==> config.mk <==
export PLATFORM = sky130hd
export DESIGN_NAME = spike_time_decoder
export DESIGN_NICKNAME = d
export VERILOG_FILES = /design/src/rtl/spike_time_decoder.sv
export SDC_FILE = /design/constraint.sdc
export NUM_CORES = 1
export LEC_CHECK = 0
export CORE_ASPECT_RATIO = 1.2
export CORE_UTILIZATION = 35
export CTS_CLUSTER_DIAMETER = 80
export CTS_CLUSTER_SIZE = 20
export DETAILED_ROUTE_END_ITERATION = 16
export GPL_TIMING_DRIVEN = 0
export PLACE_DENSITY = 0.59
export SLEW_MARGIN = 10
export SYNTH_ARGS = -nofsm -noshare
export SYNTH_HDL_FRONTEND = slang
export SYNTH_SLANG_ARGS = --single-unit
export TNS_END_PERCENT = 20
==> constraint.sdc <==
create_clock -name aclk -period 5.25 [get_ports aclk]
set_clock_uncertainty 0.05 [all_clocks]
set_input_delay 0.7875 -clock aclk [delete_from_list [all_inputs] [get_ports aclk]]
set_output_delay 0.7875 -clock aclk [all_outputs]
set_load 0.02 [all_outputs]
==> src/rtl/spike_time_decoder.sv <==
// Edge-coded spike to binary arrival time decoder: one result per gamma window over valid/ready.
// Optional DECODER_INPUT_SYNC_EN adds a 2-flop synchronizer on x with a -2 time compensation.
module spike_time_decoder #(
  parameter int GAMMA_CYCLE_WIDTH = 16,
  parameter int TIME_W            = $clog2(GAMMA_CYCLE_WIDTH) + 1
) (
  input  logic              aclk,
  input  logic              grst_n,
  input  logic              gamma_rst,
  input  logic              x,
  output logic              out_valid,
  input  logic              out_ready,
  output logic [TIME_W-1:0] out_time,
  output logic              out_multi,
  output logic              overrun
);

  typedef enum logic [1:0] {IDLE, ARMED, CAPTURED} state_t;

  localparam logic [TIME_W-1:0] TIME_INF  = TIME_W'(GAMMA_CYCLE_WIDTH);
  localparam logic [TIME_W-1:0] CNT_LAST  = TIME_W'(GAMMA_CYCLE_WIDTH - 1);

  state_t              state_q;
  logic [TIME_W-1:0]   cnt_q;
  logic                x_prev_q;
  logic [TIME_W-1:0]   cap_time_q;
  logic                cap_multi_q;
  logic                out_valid_q;
  logic [TIME_W-1:0]   out_time_q;
  logic                out_multi_q;
  logic                overrun_q;

  logic                x_s;
  logic                rise;
  logic                in_window;
  logic                win_end;
  logic [TIME_W-1:0]   comp_time;
  logic [TIME_W-1:0]   res_time_d;
  logic                res_multi_d;

`ifdef DECODER_INPUT_SYNC_EN
  logic x_meta_q;
  logic x_sync_q;

  always_ff @(posedge aclk or negedge grst_n) begin
    if (!grst_n) begin
      x_meta_q <= 1'b0;
      x_sync_q <= 1'b0;
    end else begin
      x_meta_q <= x;
      x_sync_q <= x_meta_q;
    end
  end

  assign x_s = x_sync_q;
  // The synchronizer delays every edge by two cycles; undo that, clamping at 0.
  assign comp_time = (cnt_q >= TIME_W'(2)) ? (cnt_q - TIME_W'(2)) : '0;
`else
  assign x_s       = x;
  assign comp_time = cnt_q;
`endif

  always_comb begin
    rise        = x_s & ~x_prev_q;
    in_window   = (state_q != IDLE);
    win_end     = in_window && ((cnt_q == CNT_LAST) || gamma_rst);
    res_time_d  = TIME_INF;
    res_multi_d = cap_multi_q;
    if (state_q == CAPTURED) begin
      res_time_d  = cap_time_q;
      res_multi_d = cap_multi_q | rise;
    end else if ((state_q == ARMED) && rise) begin
      res_time_d  = comp_time;
    end
  end

  always_ff @(posedge aclk or negedge grst_n) begin
    if (!grst_n) begin
      state_q     <= IDLE;
      cnt_q       <= '0;
      x_prev_q    <= 1'b0;
      cap_time_q  <= '0;
      cap_multi_q <= 1'b0;
      out_valid_q <= 1'b0;
      out_time_q  <= '0;
      out_multi_q <= 1'b0;
      overrun_q   <= 1'b0;
    end else begin
      x_prev_q <= x_s;

      if (in_window) begin
        cnt_q <= cnt_q + TIME_W'(1);
        if ((state_q == ARMED) && rise) begin
          cap_time_q <= comp_time;
          state_q    <= CAPTURED;
        end
        if ((state_q == CAPTURED) && rise) begin
          cap_multi_q <= 1'b1;
        end
        if (cnt_q == CNT_LAST) begin
          state_q <= IDLE;
        end
      end

      // A new window overrides any terminal/early-close transition above.
      if (gamma_rst) begin
        state_q     <= ARMED;
        cnt_q       <= '0;
        x_prev_q    <= 1'b0;
        cap_multi_q <= 1'b0;
      end

      if (win_end) begin
        if (!out_valid_q || out_ready) begin
          out_valid_q <= 1'b1;
          out_time_q  <= res_time_d;
          out_multi_q <= res_multi_d;
        end else begin
          overrun_q <= 1'b1;
        end
      end else if (out_valid_q && out_ready) begin
        out_valid_q <= 1'b0;
      end
    end
  end

  assign out_valid = out_valid_q;
  assign out_time  = out_time_q;
  assign out_multi = out_multi_q;
  assign overrun   = overrun_q;

endmodule

==> flow_metrics.py <==
metrics = {
    "floorplan": {
        "dieArea_um2": 3000,
        "die_h_um": 59.8,
        "io_pins": 13,
        "core_area_um2": 2580,
        "fp.dieW_um": 50.1,
        "initial_utilization_pct": 37.8,
        "num_rows": 20,
    },
    "clock_tree": {
        "cts.reportedPaths.clkPinSlew_ns": 0.11,
        "cts_tree": "done",
        "cts.sink_count": 22,
        "cts_resized": 0,
        "cts_buffers": 3,
        "ctsHtreeMaxLevel": 1,
        "cts_buffer_depth": 2,
        "clock_latency_ns": 0.29,
        "post_cts_buffers": 0,
        "hold_buffers": 0,
        "root_buffer": "clkbuf_4",
    },
    "setup_path": {
        "path_buf_inv": 1,
        "cp.arrival_ns": 1.28,
        "cp.required_ns": 4.41,
        "crit_chain": "clkdlybuf4s50_1",
        "crit_family": "buffers and inverters",
        "reg2regPathDepth": 5,
        "critPathKind": "reg -> out",
        "r2r-start": "cnt_q[0]",
        "crit_path_end_kind": "output port",
        "critPathSlowestCell": "clkdlybuf4s50_1",
        "slowest_delay_ns": 0.61,
        "start_kind": "register",
        "crit_fanout": 2,
        "rr_endpoint": "out_time[4]",
        "r2r_setup_slack_ns": 3.30,
    },
    "global_route": {
        "grt_pass1_wl_um": 3080,
        "grt_max_degree": 23,
        "grt_pass1_vias": 650,
        "grtUsageTotal_pct": 14.2,
        "grt_overflow": 0,
        "antenna_found_initial": 0,
    },
    "sta": {
        "worst_pin_slew_ns": 0.988,
        "rsz0062_at_grt": "false",
        "timing.fmax_mhz": 473,
        "finalSetupTns_ns": 0,
        "relSlewSlack_pct": 34.0,
        "maxSlewViolCount": 0,
        "hold_viol": 0,
        "setup_viol_count_final": 0,
        "whs_ns": 0.453,
        "final.min_clock_period_ns": 2.11,
        "final_min_period_over_clock_period_pct": 40.3,
    },
    "pwr": {
        "p_total_mw": 0.361,
        "p_leak_nw": 0.520,
        "ir_drop_mv": 0.114,
        "power_density_nw_per_um2": 312,
    },
    "final_layout": {
        "syn2layout_area_growth_pct": 18.9,
        "instances_no_fill": 137,
        "drive_gt1_share_pct": 8.65,
        "antennaDiodeCount": 0,
        "final_cell_mix": "dfrtp_1, clkdlybuf4s50_1, inv_1",
        "finalNetCount": 113,
        "layout_commonest_cell": "dfrtp_1",
        "final_cell_area_um2": 1160,
    },
    "yosys": {
        "syn_area_per_cell_um2": 10.9,
        "synth_area_leaders": "dfrtp_1, a21oi_1, o32a_1",
        "synthesis.area_um2": 973,
        "ys_warn_count": 0,
        "syn-num-nets": 96,
        "synth_cell_type_count": 31,
        "synth_seq_area_share_pct": 56.6,
        "netlist_instances": 89,
        "yosys.area.top_type": "dfrtp_1",
        "ys_ff_latch": 22,
        "synth_top_area_share_pct": 56.6,
    },
    "worst_hold_path": {
        "hold_end": "cap_multi_q",
        "min_path_type": "reg -> reg",
        "min_from": "cap_multi_q",
        "worstHoldPathCells": 2,
    },
    "routing": {
        "drt_iter0_drc": 11,
        "vias_per_cell": 4.99,
        "antenna_left": 0,
        "drtPass1Iterations": 4,
        "routed_wl_um": 1790,
        "route.detailed.wl_per_inst_um": 13.0,
        "drc": 0,
        "num_vias": 683,
    },
    "placed_design": {
        "place_inst": 134,
        "gp_congestion": 0.687,
        "post_dp_cell_area_um2": 1130,
        "dpl.hpwl_um": 1270,
        "io_buffers": 12,
    },
    "flow_run": {
        "drv_cap": 0,
    },
    "status": {
        "status": "finished clean",
    },
}
logic make-up after synthesis:
family / count (synthesis) / synth area share (%)
mux: 2 / 2.19
buf+inv: 13 / 6.43
compound gates: 25 / 17.4
simple gates: 23 / 13.1
xor+xnor: 2 / 1.80
flops: 22 / 56.6
fa+ha+maj: 2 / 2.57
report_power, final:
part	internal [mW]	switching (mW)	leakage [nW]
sequential	0.190	0.0118	0.278
combinational	0.0410	0.0442	0.228
clock	0.0267	0.0471	0.0138
total	0.258	0.103	0.520
synth_stat cells, drive strengths merged:
library cell  number
ha                 2
and2               5
nand3              1
o31ai              1
o22ai              1
or2                1
xnor2              1
buf                4
inv                9
nor2               5
o21bai             5
a211oi             1
a21oi              8
and4bb             1
and3               1
a31oi              1
xor2               1
mux2i              1
o32a               4
o21ai              3
nand2              3
dfrtp             22
or3                1
mux2               1
o32ai              1
nand2b             1
nor3               1
nor2b              3
cell type report:
cell class                 count  area [um2]
buffer                         4        28.8
clock buffer                   3        22.5
fill                         239        1420
inverter                       9        33.8
multi-input combinational     54         360
sequential                    22         551
tap                           33        41.3
timing repair buffer          12         120
sequential cells by signal (all words and copies together), names as in the netlist:
name         cells
out_valid        1
cap_multi_q      1
out_time         5
state_q          2
cnt_q            5
x_prev_q         1
cap_time_q       5
overrun          1
out_multi        1
metal layers:
metal  wire, um  vias up  global-route usage (%)
met2        878        7                    23.0
met3         44        2                    2.29
met4         19        0                    8.57
met5          0        -                       0
li1           -      341                       -
met1        843      333                    17.7
worst max path at each step:
| stage | startpoint | to | cells after the start |
|---|---|---|---|
| after floorplan | x | out_time[0] | 4 |
| after global placement | gamma_rst | out_time[4] | 5 |
| after detailed placement | gamma_rst | out_time[4] | 5 |
| after CTS | overrun | overrun | 1 |
| after global routing | gamma_rst | out_time[4] | 5 |
| final | overrun | overrun | 1 |
metrics by stage:
stage	util, %	worst slack [ns]
after floorplan	-	3.51
after CTS	44.9	3.12
after global routing	44.9	3.06
final	44.9	3.14
after global placement	44.0	2.82
after detailed placement	44.0	2.81
Power figures use the tool's default switching activity.
